`src/rtl/sum4_host.sv`:
```
// sum4_host
//   Initiator-side controller for the four-operand 8-bit sum datapath.
//   Accepts a request (operands + mode) on a valid/ready port, launches the
//   datapath with a one-cycle start pulse, waits for done (guarded by a
//   watchdog), then presents the captured result on a valid/ready response
//   port. A wrapping 8-bit counter tracks completed responses.
//
// Ports
//   clk, reset           rising-edge clock, asynchronous active-low reset
//   req_valid/req_ready  request handshake (req_ready high only in IDLE)
//   req_mode, req_data   request mode and packed operands {d,c,b,a}
//   a, b, c, d, mode     registered operand/mode buses to the datapath
//   start                one-cycle launch pulse
//   done, error, sum     datapath completion and result (valid with done)
//   rsp_valid/rsp_ready  response handshake
//   rsp_sum, rsp_error,
//   rsp_timeout          captured response fields
//   txn_count            completed responses, modulo 256
module sum4_host #(
  parameter int unsigned TIMEOUT = 64
) (
  input  logic        clk,
  input  logic        reset,
  input  logic        req_valid,
  output logic        req_ready,
  input  logic        req_mode,
  input  logic [31:0] req_data,
  output logic [7:0]  a,
  output logic [7:0]  b,
  output logic [7:0]  c,
  output logic [7:0]  d,
  output logic        mode,
  output logic        start,
  input  logic        done,
  input  logic        error,
  input  logic [7:0]  sum,
  output logic        rsp_valid,
  input  logic        rsp_ready,
  output logic [7:0]  rsp_sum,
  output logic        rsp_error,
  output logic        rsp_timeout,
  output logic [7:0]  txn_count
);

  localparam logic [7:0] TIMEOUT_W = 8'(TIMEOUT);

  typedef enum logic [1:0] {
    S_IDLE,
    S_LAUNCH,
    S_WAIT,
    S_RESP
  } state_t;

  state_t      state_q, state_d;
  logic [31:0] ops_q, ops_d;
  logic        mode_q, mode_d;
  logic        start_q, start_d;
  logic [7:0]  wd_q, wd_d;
  logic [7:0]  wd_inc;
  logic        rsp_valid_q, rsp_valid_d;
  logic [7:0]  rsp_sum_q, rsp_sum_d;
  logic        rsp_error_q, rsp_error_d;
  logic        rsp_timeout_q, rsp_timeout_d;
  logic [7:0]  txn_q, txn_d;

  assign wd_inc = wd_q + 8'd1;

  always_comb begin
    state_d       = state_q;
    ops_d         = ops_q;
    mode_d        = mode_q;
    start_d       = 1'b0;
    wd_d          = wd_q;
    rsp_valid_d   = rsp_valid_q;
    rsp_sum_d     = rsp_sum_q;
    rsp_error_d   = rsp_error_q;
    rsp_timeout_d = rsp_timeout_q;
    txn_d         = txn_q;

    case (state_q)
      S_IDLE: begin
        if (req_valid) begin
          ops_d   = req_data;
          mode_d  = req_mode;
          wd_d    = 8'd0;
          start_d = 1'b1;
          state_d = S_LAUNCH;
        end
      end
      S_LAUNCH: begin
        // done is deliberately not looked at here: the datapath has only
        // just seen start, so any done now is stale.
        state_d = S_WAIT;
      end
      S_WAIT: begin
        if (done) begin
          // done takes priority even on the cycle the watchdog would expire
          rsp_sum_d     = sum;
          rsp_error_d   = error;
          rsp_timeout_d = 1'b0;
          rsp_valid_d   = 1'b1;
          state_d       = S_RESP;
        end else begin
          wd_d = wd_inc;
          if (wd_inc == TIMEOUT_W) begin
            rsp_sum_d     = 8'd0;
            rsp_error_d   = 1'b1;
            rsp_timeout_d = 1'b1;
            rsp_valid_d   = 1'b1;
            state_d       = S_RESP;
          end
        end
      end
      S_RESP: begin
        if (rsp_ready) begin
          rsp_valid_d = 1'b0;
          txn_d       = txn_q + 8'd1;
          state_d     = S_IDLE;
        end
      end
      default: state_d = S_IDLE;
    endcase
  end

  always_ff @(posedge clk or negedge reset) begin
    if (!reset) begin
      state_q       <= S_IDLE;
      ops_q         <= 32'd0;
      mode_q        <= 1'b0;
      start_q       <= 1'b0;
      wd_q          <= 8'd0;
      rsp_valid_q   <= 1'b0;
      rsp_sum_q     <= 8'd0;
      rsp_error_q   <= 1'b0;
      rsp_timeout_q <= 1'b0;
      txn_q         <= 8'd0;
    end else begin
      state_q       <= state_d;
      ops_q         <= ops_d;
      mode_q        <= mode_d;
      start_q       <= start_d;
      wd_q          <= wd_d;
      rsp_valid_q   <= rsp_valid_d;
      rsp_sum_q     <= rsp_sum_d;
      rsp_error_q   <= rsp_error_d;
      rsp_timeout_q <= rsp_timeout_d;
      txn_q         <= txn_d;
    end
  end

  assign req_ready   = (state_q == S_IDLE);
  assign a           = ops_q[7:0];
  assign b           = ops_q[15:8];
  assign c           = ops_q[23:16];
  assign d           = ops_q[31:24];
  assign mode        = mode_q;
  assign start       = start_q;
  assign rsp_valid   = rsp_valid_q;
  assign rsp_sum     = rsp_sum_q;
  assign rsp_error   = rsp_error_q;
  assign rsp_timeout = rsp_timeout_q;
  assign txn_count   = txn_q;

endmodule
```
`config.mk`:
```
export PLATFORM = sky130hd
export DESIGN_NAME = sum4_host
export DESIGN_NICKNAME = d
export VERILOG_FILES = /design/src/rtl/sum4_host.sv
export SDC_FILE = /design/constraint.sdc
export NUM_CORES = 1
export LEC_CHECK = 0
export CAP_MARGIN = 20
export CORE_AREA = 2 2 79 81
export CTS_BUF_LIST = sky130_fd_sc_hd__clkbuf_8 sky130_fd_sc_hd__clkbuf_16
export DETAILED_ROUTE_END_ITERATION = 12
export DIE_AREA = 0 0 81 83
export GPL_TIMING_DRIVEN = 0
export PLACE_DENSITY = 0.82
export REMOVE_ABC_BUFFERS = 1
export SYNTH_ARGS = -nofsm -noshare
export SYNTH_HDL_FRONTEND = slang
export SYNTH_SLANG_ARGS = --single-unit
```
`constraint.sdc`:
```
create_clock -name clk -period 5.7 [get_ports clk]
set_input_delay 1.14 -clock clk [delete_from_list [all_inputs] [get_ports clk]]
set_output_delay 1.14 -clock clk [all_outputs]
set_load 0.03 [all_outputs]
```
== Word-level counts from Yosys, hierarchy flattened ==
Cells that the tools add are included.

* Add/sub/neg operators: 2
* Eq/ne operators: 8
* Multiplexer cells: 18
* Reductions and logical operators: 10

{| class="wikitable"
|+ Operators by type and width
! cell !! number
|-
| 2-to-1 mux 8 bit || 4
|-
| adder 8 x 1 -> 8 bit, second input constant || 2
|-
| one-hot mux 8 bit (2 select lines) || 1
|-
| AND reduction 3 bit || 3
|-
| equality test 8 x 7 -> 1 bit, second input constant || 1
|-
| 2-to-1 mux 2 bit || 4
|-
| one-hot mux 2 bit (4 select lines) || 1
|-
| 2-to-1 mux 1 bit || 7
|-
| != test 2 bit, second input constant || 3
|-
| AND reduction 2 bit || 3
|-
| nonzero test 2 bit || 3
|-
| equality test 2 bit, second input constant || 2
|-
| != test 3 bit, second input constant || 1
|-
| equality test 2 x 1 -> 1 bit, second input constant || 1
|-
| zero test 2 bit || 1
|-
| one-hot mux 1 bit (2 select lines) || 1
|}

* Register bits after elaboration: 63
* Input bits: 47
* Output and inout bits: 54
* Word-level logic and storage cells: 48

== Logic depth before layout (Yosys ltp) ==
Gate-level depths: netlist of the first run.

* Word-level depth: 5
* Gate-level depth with buffers: 9

== Least setup slack after synthesis of the first run ==
Ideal clock, no wire load.

* Kind: input -> register
* Start point: input port req_valid
* End point: register mode_q, in the netlist mode
* Setup time: 0.125 ns
* Data arrival time: 2.020 ns
* Data required time: 5.575 ns
* Slack: 3.556 ns
* Cell stages on the path: 3
* Cells stage by stage: nand2_1 clkbuf_1 mux2_2

* Longest elaborated chain between the ends: 1

{| class="wikitable"
|+ Ends and longest elaborated chain
! item !! RTL line !! source
|-
| start, declared || 24 || <nowiki>input logic req_valid,</nowiki>
|-
| AND reduction 2 bit (no source line) || n/a ||
|-
| end signal, assigned || 140 || <nowiki>mode_q <= mode_d;</nowiki>
|-
| end, declared || 56 || <nowiki>logic mode_q, mode_d;</nowiki>
|}

No other way between the ends.
A chain may end at the register's enable or synchronous reset.

== Final worst setup path of the first run ==
* Start point: register state_q[0]
* End point: output port req_ready

* Longest elaborated chain between the ends: 1

{| class="wikitable"
|+ Ends and longest elaborated chain
! item !! RTL line !! source
|-
| start, declared || 54 || <nowiki>state_t state_q, state_d;</nowiki>
|-
| start signal, assigned || 138 || <nowiki>state_q <= state_d;</nowiki>
|-
| zero test 2 bit || 151 || <nowiki>assign req_ready = (state_q == S_IDLE);</nowiki>
|-
| end, declared || 25 || <nowiki>output logic req_ready,</nowiki>
|}

No other way between the ends.

==> results.yml, run 1 <==
cts:
  cts_hold_buffers: 0
  cts_setup_buffers: 0
  cts_resized: 0
  cts_tree: "yes"
  cts.sinks: 63
  cts_root_buf: "clkbuf_8"
  clkTransAtPathRegs_ps: 60
  cts_made_buffers: 9
  htree_levels: 3
  clock_latency_ps: 330
  cts_buffer_depth: 2
hold_path:
  min_path_type: "reg -> reg"
pwr:
  power.leakage_nw: 1.72
  intPower_mw: 1.32
  p_switching_mw: 0.879
  p_per_area_mw_per_mm2: 561
  p_seq_frac: 0.341
  comb_power_share: 0.520
  swShare: 0.399
  clkPwrFrac: 0.140
  fin_total_pwr_mw: 2.20
  vdd_drop_max_mv: 0.286
routing:
  drtIter0Drc: 38
  vias: 1941
  drc_errors: 0
  wl_met1_um: 2420
  drt_first_pass_iters: 4
  wl_um: 5630
  wl_met3_um: 407
  wl_per_cell_um: 14.5
  routed.top_layer: "met4"
  met2WireLength_um: 2700
  via_per_inst: 5.02
  ant_nets: 0
timing:
  worst_slew_pin_slew_ps: 868
  tns_ps: 0
  hold_viol: 0
  setup_viol: 0
  rsz0062_at_grt: "false"
  skew_ps: 8.76
  slew_headroom: 0.422
  setup_ws_ps: 2800
  fin_crit_ps: 2900
  slew_violations: 0
  timing.fmax_ghz: 0.345
  fin_crit_sh: 0.508
critical_path:
  startpoint_type: "flop"
  path_class: "reg -> out"
  end_kind: "primary output"
  cp_max_fo: 5
  r2r_slack_ps: 3610
  required_ps: 4560
  arrival_ps: 1760
synth:
  synth_edf_count: 0
  syn_inst: 200
  synth_top_cells_by_area: "dfrtp_1, mux2_2, a22o_1, ha_1, xnor2_1"
  synth_cell_types: 34
  synth_top_flop_cell: "dfrtp_1"
  synthTopCellsByCount: "dfrtp_1, mux2_2, nand2_1"
  ys_seq_elements: 63
  post-synth-top-area-cell: "dfrtp_1"
  yosysWarnings: 0
  syn_avg_cell_area_um2: 13.3
  netlist_area_mm2: 0.00265
  yosysMostFrequentCell: "dfrtp_1"
  ys_async_sr_fraction: 1.00
  yosysSeqAreaShare: 0.594
  synth_top_area_frac: 0.594
final_layout:
  fillers: 441
  multi_input_area_mm2: 0.00103
  fin_nets: 361
  fin_area_mm2: 0.00393
  drive_above_1_share: 0.189
  diodes: 0
  finish.utilization: 0.675
  synthToLayoutAreaGrowth_pct: 47.9
  regArea_mm2: 0.00158
grt:
  track_usage: 0.180
  antenna_found_initial: 0
  grt_pass1_wl_um: 9290
  grt-ovfl-total: 0
  grt_pass1_vias: 2013
  grt_max_degree: 40
run:
  drv_cap: 0
place:
  dp_worst_setup_slack_ps: 2910
  placed_cell_area_mm2: 0.00377
  gp_congestion: 0.818
  io_buffer_count: 100
  hpwl_um: 4170
die:
  die_y_um: 83
  die_x_um: 81
  die-area_mm2: 0.00672
  std_cell_rows: 28
  ios: 101
  initial_core_util: 0.456
  core_mm2: 0.00582
run_status:
  status: "completed"
[layer usage]
| layer | vias to the layer above | GRT usage |
|---|---|---|
| met1 | 932 | 0.223 |
| met5 | - | 0 |
| met3 | 9 | 0.0457 |
| met2 | 75 | 0.288 |
| li1 | 925 | - |
| met4 | 0 | 0.0894 |
[cells by family after synthesis]
kind of cell	Yosys count	synth area share
fa+ha+maj	6	0.0283
compound gates	32	0.0915
xor+xnor	11	0.0363
simple gates	40	0.0764
mux	37	0.157
buf+inv	11	0.0160
flops	63	0.594
[final timing paths]
path                            cells past startpoint      endpoint    startpoint
worst max register to register                      7    state_q[1]       wd_q[1]
max in group asynchronous                           2      ops_q[7]         reset
worst max-delay path                                3     req_ready    state_q[0]
worst min register to register                      1  txn_count[7]  txn_count[7]
worst min-delay path                                1  txn_count[7]  txn_count[7]
min in group asynchronous                           1      ops_q[2]         reset
[registers in the layout, summed over array words and instances, names as in the netlist]
name	count
mode	1
ops_q	32
rsp_error	1
rsp_sum	8
rsp_timeout	1
rsp_valid	1
start	1
state_q	2
txn_count	8
wd_q	8
[cells in the final DEF (no fill, tap or decap), types with 4 or more instances in the layout]
cell type,count
dfrtp_1,63
xnor2_1,7
clkdlybuf4s50_1,99
nor2_1,7
xor2_1,4
nand2_1,13
and3_1,4
clkbuf_8,9
inv_1,8
nand4_1,4
o21ai_0,11
a22o_1,10
ha_1,6
mux2_2,34
[worst max-delay path, stage by stage, from the launching register on]
cell,delay [ps]
dfrtp_1,400
inv_1,90
ha_1,240
clkdlybuf4s50_1,710
[layout make-up]
| class | instances | area share |
|---|---|---|
| Inverter | 6 | 0.00574 |
| Clock buffer | 9 | 0.0315 |
| Clock inverter | 6 | 0.00797 |
| Multi-Input combinational cell | 126 | 0.264 |
| Sequential cell | 63 | 0.402 |
| Timing Repair Buffer | 102 | 0.266 |
| Tap cell | 75 | 0.0239 |
[power groups by stage]
stage / clock network [mW] / logic, mW / registers, mW
after floorplan: 0 / 0.334 / 1.09
after global placement: 0 / 1.13 / 0.744
after detailed placement: 0 / 1.16 / 0.756
after CTS: 0.317 / 1.16 / 0.752
after global routing: 0.340 / 1.22 / 0.778
final: 0.308 / 1.15 / 0.751
[stage by stage]
step	instances	hold slack, ps
floorplan	195	483
global placement	370	457
detailed placement	372	456
CTS	387	468
global route	387	503
finish	387	463
Note: power is estimated with default switching activity, not from simulation.
==> run 2: changes to the inputs <==
Settings changed: CORE_AREA 2 2 79 81 to 2 2 81 83, DIE_AREA 0 0 81 83 to 0 0 83 85, PLACE_DENSITY 0.82 to 0.79.
Clock period 5.7 ns to 2.9 ns, I/O delays scaled along.
==> results.yml, run 2 (synthesis results as in run 1) <==
run_status:
  status: "completed"
timing:
  worst_slew_pin_slew_ps: 783
  skew_ps: 9.12
  fin_crit_sh: 0.815
  slew_violations: 0
  rsz0062_at_grt: "false"
  hold_viol: 0
  fin_crit_ps: 2360
  setup_viol: 0
  timing.fmax_ghz: 0.423
  tns_ps: 0
  slew_headroom: 0.478
pwr:
  fin_total_pwr_mw: 4.41
  power.leakage_nw: 1.71
  p_per_area_mw_per_mm2: 1120
  vdd_drop_max_mv: 0.645
routing:
  ant_nets: 0
  via_per_inst: 5.02
  drt_first_pass_iters: 4
  drc_errors: 0
  wl_um: 5750
  drtIter0Drc: 58
  wl_per_cell_um: 14.8
  vias: 1951
die:
  ios: 101
  std_cell_rows: 29
  die-area_mm2: 0.00706
  core_mm2: 0.00620
  die_y_um: 85
  die_x_um: 83
  initial_core_util: 0.428
critical_path:
  required_ps: 2320
  end_kind: "primary output"
  cp_max_fo: 5
  startpoint_type: "flop"
  path_class: "reg -> out"
  arrival_ps: 1780
grt:
  grt-ovfl-total: 0
  grt_pass1_vias: 1991
  grt_pass1_wl_um: 9430
  track_usage: 0.171
  grt_max_degree: 64
  antenna_found_initial: 0
final_layout:
  fin_nets: 360
  fillers: 498
  synthToLayoutAreaGrowth_pct: 48.1
  final_common_cell: "clkdlybuf4s50_1"
  drive_above_1_share: 0.192
  regArea_mm2: 0.00158
  multi_input_area_mm2: 0.00103
  largest_reg_flops: 32
  largest-register: "ops_q"
  diodes: 0
  mostFrequentLayoutCells: "clkdlybuf4s50_1, dfrtp_1, mux2_2, nand2_1, o21ai_0"
  instances_no_fill: 389
cts:
  cts_hold_buffers: 0
  cts_made_buffers: 9
  cts_setup_buffers: 0
  clkTransAtPathRegs_ps: 70
  cts_resized: 0
  cts_buffer_depth: 2
  cts.sinks: 63
  htree_levels: 3
  clock_latency_ps: 340
  cts_tree: "yes"
  cts_root_buf: "clkbuf_8"
run:
  drv_cap: 0
place:
  place_inst: 373
  io_buffer_count: 100
  hpwl_um: 4180
  gp_congestion: 0.789
hold_path:
  min_path_type: "in -> async"
## run 2: cell types whose count changed in the layout (fill, tap and decap cells not counted), sizes merged
| cell | previous run | this run |
|---|---|---|
| clkbuf | 9 | 10 |
| inv | 8 | 7 |
| clkinvlp | 0 | 2 |
| buf | 3 | 2 |
| clkinv | 4 | 3 |
## run 2: path summary, 6_finish.rpt
path | from | end | slack (ps) | cells past startpoint
setup / recovery | state_q[0] | req_ready | 540 | 3
hold / removal | reset | txn_count[5] | 310 | 1
setup reg to reg | wd_q[0] | state_q[1] | 840 | 7
hold reg to reg | txn_count[7] | txn_count[7] | 470 | 1
max in group asynchronous | reset | ops_q[5] | 2070 | 1
min in group clk | txn_count[7] | txn_count[7] | 470 | 1
## run 2: layout make-up
cell class                 instances  area share
inverter                           6     0.00573
clock buffer                      10      0.0350
tap                               77      0.0245
sequential                        63       0.401
multi-input combinational        126       0.263
clock inverter                     6     0.00955
timing repair buffer             101       0.261
## run 2: layer usage
layer	track usage	vias to the layer above	wire [um]
met5	0	-	0
met4	0.0984	0	133
met3	0.0535	11	356
met2	0.276	69	2720
met1	0.204	946	2530
li1	-	925	-
## run 2: power breakdown
| group | leakage (nW) | internal (mW) | total [mW] | switching, mW |
|---|---|---|---|---|
| combinational | 0.842 | 1.06 | 2.25 | 1.19 |
| sequential | 0.777 | 1.25 | 1.48 | 0.231 |
| clock | 0.0895 | 0.328 | 0.677 | 0.349 |
## run 2: through the flow
step / instance area, um^2 / utilization / hold slack [ps] / setup slack (ps)
6_report: 3930 / 0.634 / 306 / 538
5_1_grt: 3930 / 0.634 / 376 / 462
4_1_cts: 3930 / 0.634 / 342 / 511
3_5_place_dp: 3760 / 0.605 / 458 / 611
3_3_place_gp: 3730 / 0.601 / 458 / -838
2_1_floorplan: 2630 / - / 284 / 771
## run 2: worst max-delay path, stage by stage (launching register included)
cell and delay (ps):
dfrtp_1 400, inv_1 90, ha_1 250, clkdlybuf4s50_1 700
==> run 3: changes to the inputs <==
Settings changed: CORE_AREA 2 2 81 83 to 2 2 86 88, DIE_AREA 0 0 83 85 to 0 0 88 90, PLACE_DENSITY 0.79 to 0.74.
Clock period 2.9 ns to 2.17 ns, I/O delays scaled along.
==> results.yml, run 3 (synthesis results as in run 1) <==
run_status:
  status: "completed"
routing:
  via_per_inst: 4.69
  ant_nets: 0
  vias: 1928
  drtIter0Drc: 77
  drc_errors: 0
  drt_first_pass_iters: 4
  wl_per_cell_um: 13.8
  wl_um: 5670
die:
  die-area_mm2: 0.00792
  ios: 101
  die_x_um: 88
  std_cell_rows: 31
  core_mm2: 0.00702
  initial_core_util: 0.378
  die_y_um: 90
pwr:
  fin_total_pwr_mw: 5.82
  power.leakage_nw: 1.72
  p_per_area_mw_per_mm2: 1470
  vdd_drop_max_mv: 0.718
final_layout:
  instances_no_fill: 411
  fin_area_mm2: 0.00395
  fillers: 595
  synthToLayoutAreaGrowth_pct: 48.9
  largest_reg_flops: 32
  finish.utilization: 0.563
  drive_above_1_share: 0.189
  largest-register: "ops_q"
  diodes: 0
  fin_nets: 360
  multi_input_area_mm2: 0.00104
  final_common_cell: "clkdlybuf4s50_1"
  mostFrequentLayoutCells: "clkdlybuf4s50_1, dfrtp_1, mux2_2, nand2_1, o21ai_0"
  regArea_mm2: 0.00158
cts:
  htree_levels: 3
  clock_latency_ps: 330
  cts.sinks: 63
  clkTransAtPathRegs_ps: 60
  cts_tree: "yes"
  cts_buffer_depth: 2
  cts_root_buf: "clkbuf_8"
  cts_made_buffers: 9
place:
  hpwl_um: 4120
  gp_congestion: 0.792
  placed_cell_area_mm2: 0.00378
  io_buffer_count: 100
  place_inst: 395
critical_path:
  arrival_ps: 2230
  slowest_stage: "dfrtp_1"
  critPathMaxStageDelay_ps: 430
  path_class: "reg -> reg"
  startpoint_type: "flop"
  required_ps: 2390
  crit_start: "wd_q[0]"
  cp_max_fo: 6
  end_kind: "flop"
  path_cells: "ha_2 -> nand3_1 -> xor2_1 -> and2_0 -> a41oi_2 -> a21oi_2 -> mux2_4"
  rr_startpoint: "wd_q[0]"
timing:
  hold_viol: 0
  fin_crit_sh: 0.930
  rsz0062_at_grt: "false"
  timing.fmax_ghz: 0.496
  worst_slew_pin_slew_ps: 779
  fin_crit_ps: 2020
  slew_headroom: 0.481
  tns_ps: 0
  skew_ps: 6.89
  slew_violations: 0
  setup_viol: 0
grt:
  grt_pass1_wl_um: 9350
  grt-ovfl-total: 0
  grt_pass1_vias: 2004
  antenna_found_initial: 0
  track_usage: 0.153
  grt_max_degree: 64
run:
  drv_cap: 0
hold_path:
  min_path_type: "in -> async"
-- run 3: cell type report --
cell class              count  area share
clock buffers              10      0.0348
clock inverters             6     0.00760
inverters                   6     0.00570
multi-input cells         126       0.262
flip-flops and latches     63       0.399
well taps                  99      0.0313
repair buffers            101       0.259
-- run 3: path summary, 6_finish.rpt --
| kind | to | slack (ps) | cells past startpoint |
|---|---|---|---|
| max | state_q[1] | 150 | 7 |
| min | state_q[0] | 180 | 1 |
| max reg2reg | state_q[1] | 150 | 7 |
| min reg2reg | txn_count[7] | 480 | 1 |
| max in group asynchronous | ops_q[26] | 1480 | 1 |
| min in group clk | txn_count[7] | 480 | 1 |
-- run 3: metrics by stage --
stage | setup slack (ps) | hold WS [ps]
after floorplan | 41.0 | 138
after CTS | 111 | 205
after global placement | -1430 | 460
after detailed placement | 50.3 | 482
after global routing | 25.0 | 256
final | 152 | 182
-- run 3: what timing repair did --
item	CTS	global route
buffers inserted	0	0
hold buffers	0	0
setup endpoints to repair	1	1
resized for setup	1	1
-- run 3: routing by layer --
layer  wire length [um]  up-vias  global-route usage
li1                   -      926                   -
met1               2530      926               0.191
met2               2620       70               0.239
met3                405        6              0.0487
met4                102        0              0.0692
met5                  0        -                   0
-- run 3: worst max-delay path, delay by kind of cell, from the launching register on --
kind	cells	cell delay [ps]
compound gates	2	410
simple gates	2	320
fa+ha+maj	1	270
mux	1	310
flops	1	430
xor+xnor	1	160
-- run 3: power breakdown --
part / internal [mW] / leakage (nW) / switching (mW)
logic: 1.41 / 0.843 / 1.59
clock network: 0.431 / 0.0998 / 0.432
registers: 1.67 / 0.777 / 0.294
